--- src/rtl/stream_merge_pkg.sv ---
// Shared defaults and helpers for the stream_merge_rr 2-to-1 round-robin merge.
// Optional packet locking is enabled by defining PACKET_LOCK_EN.
package stream_merge_pkg;

    localparam int unsigned DATA_W_DEF   = 32;
    localparam int unsigned DEPTH_DEF    = 2;
    localparam int unsigned LAST_BIT_DEF = 31;

    typedef logic grant_t;

    // Count must hold 0..DEPTH inclusive, hence one bit more than the pointer.
    function automatic int unsigned count_w(input int unsigned depth);
        return $clog2(depth) + 1;
    endfunction

endpackage

--- src/rtl/stream_skid_fifo.sv ---
// Per-input circular buffer: DEPTH words, registered count drives full/empty.
// Writes while full and reads while empty are ignored.
module stream_skid_fifo
    import stream_merge_pkg::*;
#(
    parameter int unsigned DATA_W = DATA_W_DEF,
    parameter int unsigned DEPTH  = DEPTH_DEF
) (
    input  logic              clk,
    input  logic              reset_n,
    input  logic              wr_en,
    input  logic [DATA_W-1:0] wr_data,
    input  logic              rd_en,
    output logic [DATA_W-1:0] rd_data,
    output logic              full,
    output logic              empty
);

    localparam int unsigned CNT_W = count_w(DEPTH);
    localparam int unsigned PTR_W = $clog2(DEPTH);

    logic [DATA_W-1:0] mem_q [DEPTH];
    logic [DATA_W-1:0] mem_d [DEPTH];
    logic [PTR_W-1:0]  wr_ptr_q, wr_ptr_d;
    logic [PTR_W-1:0]  rd_ptr_q, rd_ptr_d;
    logic [CNT_W-1:0]  count_q, count_d;
    logic              push, pop;

    assign full    = (count_q == CNT_W'(DEPTH));
    assign empty   = (count_q == '0);
    assign rd_data = mem_q[rd_ptr_q];
    assign push    = wr_en && !full;
    assign pop     = rd_en && !empty;

    always_comb begin
        mem_d    = mem_q;
        wr_ptr_d = wr_ptr_q;
        rd_ptr_d = rd_ptr_q;
        count_d  = count_q;
        // Power-of-2 depth lets the pointers wrap by plain overflow.
        if (push) begin
            mem_d[wr_ptr_q] = wr_data;
            wr_ptr_d        = wr_ptr_q + 1'b1;
        end
        if (pop) begin
            rd_ptr_d = rd_ptr_q + 1'b1;
        end
        case ({push, pop})
            2'b10:   count_d = count_q + 1'b1;
            2'b01:   count_d = count_q - 1'b1;
            default: count_d = count_q;
        endcase
    end

    always_ff @(posedge clk or negedge reset_n) begin
        if (!reset_n) begin
            mem_q    <= '{default: '0};
            wr_ptr_q <= '0;
            rd_ptr_q <= '0;
            count_q  <= '0;
        end else begin
            mem_q    <= mem_d;
            wr_ptr_q <= wr_ptr_d;
            rd_ptr_q <= rd_ptr_d;
            count_q  <= count_d;
        end
    end

endmodule

--- src/rtl/stream_merge_rr.sv ---
// 2-to-1 round-robin stream merge with per-input buffering and registered output.
// Define PACKET_LOCK_EN to hold the grant on one input until a LAST_BIT word is issued.
module stream_merge_rr
    import stream_merge_pkg::*;
#(
    parameter int unsigned DATA_W   = DATA_W_DEF,
    parameter int unsigned DEPTH    = DEPTH_DEF,
    parameter int unsigned LAST_BIT = LAST_BIT_DEF
) (
    input  logic              clk,
    input  logic              reset_n,
    input  logic [DATA_W-1:0] receive_data0,
    input  logic              receive_request0,
    output logic              receive_valid0,
    input  logic [DATA_W-1:0] receive_data1,
    input  logic              receive_request1,
    output logic              receive_valid1,
    output logic [DATA_W-1:0] send_data0,
    output logic              send_request0,
    input  logic              send_valid0,
    output logic              grant
);

    logic [DATA_W-1:0] rd_data0, rd_data1, word;
    logic              empty0, empty1;
    logic              pop0, pop1, issue;
    grant_t            pick;

    logic [DATA_W-1:0] send_data_q, send_data_d;
    logic              send_req_q, send_req_d;
    grant_t            grant_q, grant_d;
    grant_t            ptr_q, ptr_d;
`ifdef PACKET_LOCK_EN
    logic              lock_q, lock_d;
`endif

    stream_skid_fifo #(
        .DATA_W (DATA_W),
        .DEPTH  (DEPTH)
    ) u_fifo0 (
        .clk     (clk),
        .reset_n (reset_n),
        .wr_en   (receive_request0),
        .wr_data (receive_data0),
        .rd_en   (pop0),
        .rd_data (rd_data0),
        .full    (receive_valid0),
        .empty   (empty0)
    );

    stream_skid_fifo #(
        .DATA_W (DATA_W),
        .DEPTH  (DEPTH)
    ) u_fifo1 (
        .clk     (clk),
        .reset_n (reset_n),
        .wr_en   (receive_request1),
        .wr_data (receive_data1),
        .rd_en   (pop1),
        .rd_data (rd_data1),
        .full    (receive_valid1),
        .empty   (empty1)
    );

    always_comb begin
        issue = 1'b0;
        pick  = ptr_q;
        if (send_valid0) begin
`ifdef PACKET_LOCK_EN
            // While locked, only the owning input (last granted) may issue.
            if (lock_q) begin
                pick  = ptr_q;
                issue = ptr_q ? !empty1 : !empty0;
            end else
`endif
            begin
                if (!empty0 && !empty1) begin
                    issue = 1'b1;
                    pick  = ~ptr_q;
                end else if (!empty0) begin
                    issue = 1'b1;
                    pick  = 1'b0;
                end else if (!empty1) begin
                    issue = 1'b1;
                    pick  = 1'b1;
                end
            end
        end

        pop0        = issue && !pick;
        pop1        = issue && pick;
        word        = pick ? rd_data1 : rd_data0;
        send_req_d  = issue;
        send_data_d = issue ? word : send_data_q;
        grant_d     = issue ? pick : grant_q;
        ptr_d       = issue ? pick : ptr_q;
`ifdef PACKET_LOCK_EN
        lock_d      = issue ? !word[LAST_BIT] : lock_q;
`endif
    end

    always_ff @(posedge clk or negedge reset_n) begin
        if (!reset_n) begin
            send_data_q <= '0;
            send_req_q  <= 1'b0;
            grant_q     <= 1'b0;
            ptr_q       <= 1'b1;
`ifdef PACKET_LOCK_EN
            lock_q      <= 1'b0;
`endif
        end else begin
            send_data_q <= send_data_d;
            send_req_q  <= send_req_d;
            grant_q     <= grant_d;
            ptr_q       <= ptr_d;
`ifdef PACKET_LOCK_EN
            lock_q      <= lock_d;
`endif
        end
    end

    assign send_data0    = send_data_q;
    assign send_request0 = send_req_q;
    assign grant         = grant_q;

endmodule
--- config.mk ---
export PLATFORM = sky130hd
export DESIGN_NAME = stream_merge_rr
export DESIGN_NICKNAME = d
export VERILOG_FILES = /design/src/rtl/stream_merge_pkg.sv /design/src/rtl/stream_skid_fifo.sv /design/src/rtl/stream_merge_rr.sv
export SDC_FILE = /design/constraint.sdc
export NUM_CORES = 1
export LEC_CHECK = 0
export CELL_PAD_IN_SITES_DETAIL_PLACEMENT = 0
export CELL_PAD_IN_SITES_GLOBAL_PLACEMENT = 2
export CORE_MARGIN = 2
export CORE_UTILIZATION = 38
export DETAILED_ROUTE_END_ITERATION = 10
export PLACE_DENSITY = 0.76
export SLEW_MARGIN = 10
export SYNTH_ARGS = -nofsm -noshare
export SYNTH_HDL_FRONTEND = slang
export SYNTH_SLANG_ARGS = --single-unit
--- constraint.sdc ---
create_clock -name clk -period 2.6 [get_ports clk]
set_clock_uncertainty 0.05 [all_clocks]
set_input_delay 0.39 -clock clk [delete_from_list [all_inputs] [get_ports clk]]
set_output_delay 0.39 -clock clk [all_outputs]
set_load 0.02 [all_outputs]
Yosys cells after proc, flatten, opt, wreduce, memory -nomap -nowiden
Cells that the tools add are included.
{"block": "word_totals", "ff_bits": 171, "word_cells": 80}
{"block": "op_classes", "addsub": 8, "order_cmp": 6, "n_eq_ne": 6, "muxes": 23, "n_bitwise": 5, "n_reduce_logical": 18}
{"cell": "$mux W32", "count": 9}
{"cell": "$bwmux W64", "count": 2}
{"cell": "$demux W32 S1", "count": 2}
{"cell": "$logic_and A1 B1 Y1", "count": 9}
{"cell": "$eq A2 B2 Y1 const B", "count": 4}
{"cell": "$ge A2 B2 Y1 const B", "count": 4}
{"cell": "$mux W1", "count": 8}
{"cell": "$not A1 Y2", "count": 4}
{"cell": "$pmux W2 S2", "count": 2}
{"cell": "$logic_not A1 Y1", "count": 5}
{"cell": "$add A1 B1 Y1 const B", "count": 4}
{"cell": "$add A2 B1 Y2 const B", "count": 2}
{"cell": "$eq A2 B1 Y1 const B", "count": 2}
{"cell": "$logic_not A2 Y1", "count": 2}
{"cell": "$lt A2 B1 Y1 const B", "count": 2}
{"cell": "$reduce_bool A2 Y1", "count": 2}
{"cell": "$sub A2 B1 Y2 const B", "count": 2}
{"cell": "$not A1 Y1", "count": 1}

Longest topological paths before layout
{"block": "logic_depth", "depth_word": 10, "ltp_mapped": 8, "depth_no_buf": 7}

By module
A second synthesis with hierarchy kept.
{"block": "unflattened", "hier_cells": 497, "hier_area_um2": 7557.2}
{"mod": "stream_skid_fifo (u_fifo1)", "instances": 1, "cells_each": 189, "area_per_inst_um2": 3002.9, "seq_area_each_um2": 1701.6}
{"mod": "stream_skid_fifo (u_fifo0)", "instances": 1, "cells_each": 189, "area_per_inst_um2": 3000.4, "seq_area_each_um2": 1701.6}
{"mod": "stream_merge_rr", "instances": 1, "cells_each": 119, "area_per_inst_um2": 1554.0, "seq_area_each_um2": 877.1}

Worst setup path before layout
OpenSTA, ideal clock, no wires.
{"block": "synth_path", "path_kind": "reg2reg", "start": "reg ptr_q", "end": "reg u_fifo1.count_q[1]", "arrival_ps": 1758, "t_required_ps": 2471, "path_slack_ps": 713, "path_stages_with_launch": 8, "path_buffers": 2, "synth_period_minus_slack_ps": 1887, "cell_sequence": "dfstp_2 -> buf_2 -> o21a_1 -> clkbuf_1 -> nor2_1 -> ha_1 -> nor2_1 -> xor2_1"}
{"block": "synth_via", "elab_chain_len": 8, "word_cells_on_any_way": 11}
{"item": "start: declaration", "line": "stream_merge_rr.sv:32", "source": "grant_t ptr_q, ptr_d;"}
{"item": "start signal: assignment", "line": "stream_merge_rr.sv:115", "source": "ptr_q <= ptr_d;"}
{"item": "$mux W1", "line": "stream_merge_rr.sv:83", "source": "end else if (!empty1) begin"}
{"item": "$mux W1", "line": "stream_merge_rr.sv:80", "source": "end else if (!empty0) begin"}
{"item": "$mux W1", "line": "stream_merge_rr.sv:77", "source": "if (!empty0 && !empty1) begin"}
{"item": "$mux W1 *", "line": "stream_merge_rr.sv:68", "source": "if (send_valid0) begin"}
{"item": "$logic_and A1 B1 Y1 *", "line": "stream_merge_rr.sv:91", "source": "pop1 = issue && pick;"}
{"item": "$logic_and A1 B1 Y1 *", "line": "stream_skid_fifo.sv:33", "source": "assign pop = rd_en && !empty;"}
{"item": "net u_fifo1.pop", "line": "stream_skid_fifo.sv:27", "source": "logic push, pop;"}
{"item": "$eq A2 B1 Y1 or $eq A2 B2 Y1 (tied branches)", "line": "stream_skid_fifo.sv:48", "source": "case ({push, pop})"}
{"item": "$pmux W2 S2 or $reduce_bool A2 Y1 (tied branches)"}
{"item": "end signal: assignment", "line": "stream_skid_fifo.sv:65", "source": "count_q <= count_d;"}
{"item": "end: declaration", "line": "stream_skid_fifo.sv:26", "source": "logic [CNT_W-1:0] count_q, count_d;"}
The timed path passes the listed nets; every way through them passes the cells marked *.
A chain may end at the register's enable or synchronous reset.

Worst setup path in the final report
{"block": "layout_path", "start": "reg u_fifo0.count_q[0]", "end": "out receive_valid0"}
{"block": "layout_via", "elab_chain_len": 1}
{"item": "start: declaration", "line": "stream_skid_fifo.sv:26"}
{"item": "start signal: assignment", "line": "stream_skid_fifo.sv:65"}
{"item": "$eq A2 B2 Y1", "line": "stream_skid_fifo.sv:29", "source": "assign full = (count_q == CNT_W'(DEPTH));"}
{"item": "end: declaration", "line": "stream_merge_rr.sv:14", "source": "output logic receive_valid0,"}
Every way passes these cells.

==> flow_metrics.tcl <==
set metrics [dict create \
    outcome "completed" \
    gr-total-overflow 0 \
    setup_violations 0 \
    fin_crit_ps 2377 \
    tns_ps 0 \
    min-delay-start "send_data0[9]" \
    grt_use_met1_pct 24.04 \
    io_buffers 104 \
    first_global_vias 4991 \
    wl_per_cell_um 18.66 \
    drc 0 \
    cts-root-buf "clkbuf_16" \
    die_y_um 145.8 \
    fin_util_pct 49.20 \
    syn-cell-area_um2 7641 \
    cts_buffers 17 \
    powerDensity_nw_per_um2 1333 \
    insertion_delay_ps 420 \
    grt_pass1_wl_um 27750 \
    initial_core_util_pct 39.00 \
    worst_slack_ps 222.7 \
    placed_area_um2 9019 \
    relSlewSlack_pct 61.94 \
    ios 105 \
    ys_ff_latch 171 \
    grt_use_met3_pct 4.044 \
    core_um2 19590 \
    max_freq_mhz 420.7 \
    cts.htree.levels 4 \
    slew_violations 0 \
    synth_warnings 0 \
    clockBufferDepth 2 \
    multi_input_area_um2 3102 \
    r2r_start "ptr_q" \
    start_kind "flop" \
    pre_cts_ws_ps 292.7 \
    crit_chain "buf_4 -> nand2b_1 -> inv_2 -> clkdlybuf4s50_1" \
    cts_tree "yes" \
    grt_usage_pct 16.86 \
    grt_max_degree 66 \
    whs_ps 433.2 \
    gp_congestion 0.7788 \
    syn2layout_area_growth_pct 26.15 \
    ys_seq_area_share_pct 56.02 \
    antenna_found_initial 0 \
    required_ps 2160 \
    crit_path_top_delay_cell "clkdlybuf4s50_1" \
    ys_types 33 \
    die_area_um2 21260 \
    syn-num-nets 614 \
    row_count 51 \
    hpwl_um 12450 \
    drtIter0Drc 238 \
    seq_area_um2 4282 \
    critPathMaxFanout 7 \
    dp_cells 891 \
    cap_violations 0 \
    via_count 4786 \
    fin_area_um2 9639 \
    p_leak_nw 4.009 \
    endpoint_kind "output pin" \
    arrival_ps 1940 \
    fin_crit_sh_pct 91.43 \
    criticalPathCategory "flop to output pin" \
    hold_viol_final 0 \
    drtPass1Iterations 4 \
    clk_transition_reported_paths_ps 60 \
    use_met2_pct 25.64 \
    holdCritPathClass "flop to flop" \
    viasPerCell 5.191 \
    die_w_um 145.8 \
    drive_gt1_share_pct 31.66 \
    rsz0062_at_grt "no" \
    num_antenna_cells 0 \
    synthCells 543 \
    tritoncts_num_sinks 171 \
    ir_drop_uv 509.4 \
    cpPeakStageDelay_ps 600 \
    layout.nets 718 \
    synth_area_per_cell_um2 14.07 \
    worstSetupStartpoint "u_fifo0.count_q[0]" \
    routed_wl_um 17210 \
    layout.cells.non_filler 922 \
    antenna_left 0 \
    top_usage_layer "met2" \
    fillers 1771 \
    power_mw 12.85 \
    worst_pin_slew_ps 570.9 \
    cts_resized 0 \
]
==> state kept, by name, indices dropped and copies added (netlist names), 2 cells and up <==
| signal | count |
|---|---|
| u_fifo0.mem_q | 64 |
| u_fifo0.count_q | 2 |
| send_data0 | 32 |
| u_fifo1.mem_q | 64 |
| u_fifo1.count_q | 2 |
==> cell families (layout without fill, tap and decap cells) <==
| group | after synthesis | after routing | share of synthesized area, % |
|---|---|---|---|
| flip-flops | 171 | 171 | 56.02 |
| AND/OR/NAND/NOR | 37 | 37 | 2.342 |
| multiplexers | 192 | 192 | 27.64 |
| AO/OA/AOI/OAI | 81 | 81 | 8.990 |
| XOR/XNOR | 10 | 10 | 1.146 |
| adder cells (fa/ha/maj) | 2 | 2 | 0.3274 |
| buffers and inverters | 50 | 164 | 3.537 |
==> power by group <==
group          total [mW]  switching, mW  internal (mW)
Sequential           4.92          0.871           4.05
Combinational        5.36           2.51           2.85
Clock                2.56          0.967           1.59
==> critical path, delay by kind of cell, from the launching register on <==
| family | cells | cell delay, ps |
|---|---|---|
| buffers and inverters | 3 | 910 |
| flip-flops | 1 | 420 |
| AND/OR/NAND/NOR | 1 | 200 |
==> timing repair <==
item                       in CTS  in global routing
setup endpoints to repair       0                  0
hold buffers                    1                  0
hold endpoints to repair       52                  0
setup buffers                   0                  0
==> cells in the mapped netlist (all sizes together) <==
cell / instances / area (um2)
o21ai: 3 / 18.77
o311ai: 24 / 210.2
o2111ai: 24 / 210.2
or2: 1 / 6.260
mux2i: 40 / 400.4
ha: 2 / 25.02
a21o: 1 / 7.510
dfrtp: 170 / 4254
o21bai: 1 / 7.510
a22o: 8 / 70.07
nor2: 4 / 15.01
buf: 32 / 202.7
mux2: 152 / 1712
clkbuf: 13 / 48.80
xor2: 3 / 26.28
o41ai: 1 / 16.27
nor3b: 2 / 37.54
nand2: 26 / 97.59
inv: 5 / 18.77
xnor2: 7 / 61.31
o211ai: 9 / 81.33
nand2b: 2 / 12.51
nand3: 2 / 10.01
o21a: 2 / 15.01
o22ai: 8 / 50.05
dfstp: 1 / 26.28
==> cell type report <==
cell class                 count  share of cell area [%]
sequential                   171                   44.42
timing repair buffer         130                   13.55
inverter                       5                  0.1947
multi-input combinational    322                   32.18
clock inverter                 7                   1.194
clock buffer                  22                   5.023
tap                          265                   3.440
==> per-layer routing <==
layer  share of wire (%)  routed length [um]
met5                   0                   0
met1                  49                8469
met4                 1.1                 193
met3                 3.0                 516
met2                  47                8030
==> cells in the final DEF, fill, tap and decap left out, drive strengths merged, types with 2 or more instances in the layout <==
| cell type | synthesis | layout |
|---|---|---|
| a22o | 8 | 8 |
| buf | 32 | 26 |
| bufinv | 0 | 3 |
| clkbuf | 13 | 22 |
| clkdlybuf4s50 | 0 | 103 |
| clkinv | 0 | 2 |
| clkinvlp | 0 | 2 |
| dfrtp | 170 | 170 |
| ha | 2 | 2 |
| inv | 5 | 5 |
| mux2 | 152 | 152 |
| mux2i | 40 | 40 |
| nand2 | 26 | 26 |
| nand2b | 2 | 2 |
| nand3 | 2 | 2 |
| nor2 | 4 | 4 |
| nor3b | 2 | 2 |
| o2111ai | 24 | 24 |
| o211ai | 9 | 9 |
| o21a | 2 | 2 |
| o21ai | 3 | 3 |
| o22ai | 8 | 8 |
| o311ai | 24 | 24 |
| xnor2 | 7 | 7 |
| xor2 | 3 | 3 |
==> final timing paths <==
| kind | end | slack, ps | cells past startpoint |
|---|---|---|---|
| setup / recovery | receive_valid0 | 220 | 4 |
| hold / removal | send_data0[9] | 430 | 2 |
| setup reg to reg | u_fifo1.count_q[1] | 660 | 5 |
| hold reg to reg | send_data0[9] | 430 | 2 |
| max in group asynchronous | u_fifo0.mem_q[48] | 1300 | 3 |
| min in group asynchronous | u_fifo1.mem_q[25] | 450 | 2 |
Note: power is estimated with default switching activity, not from simulation.
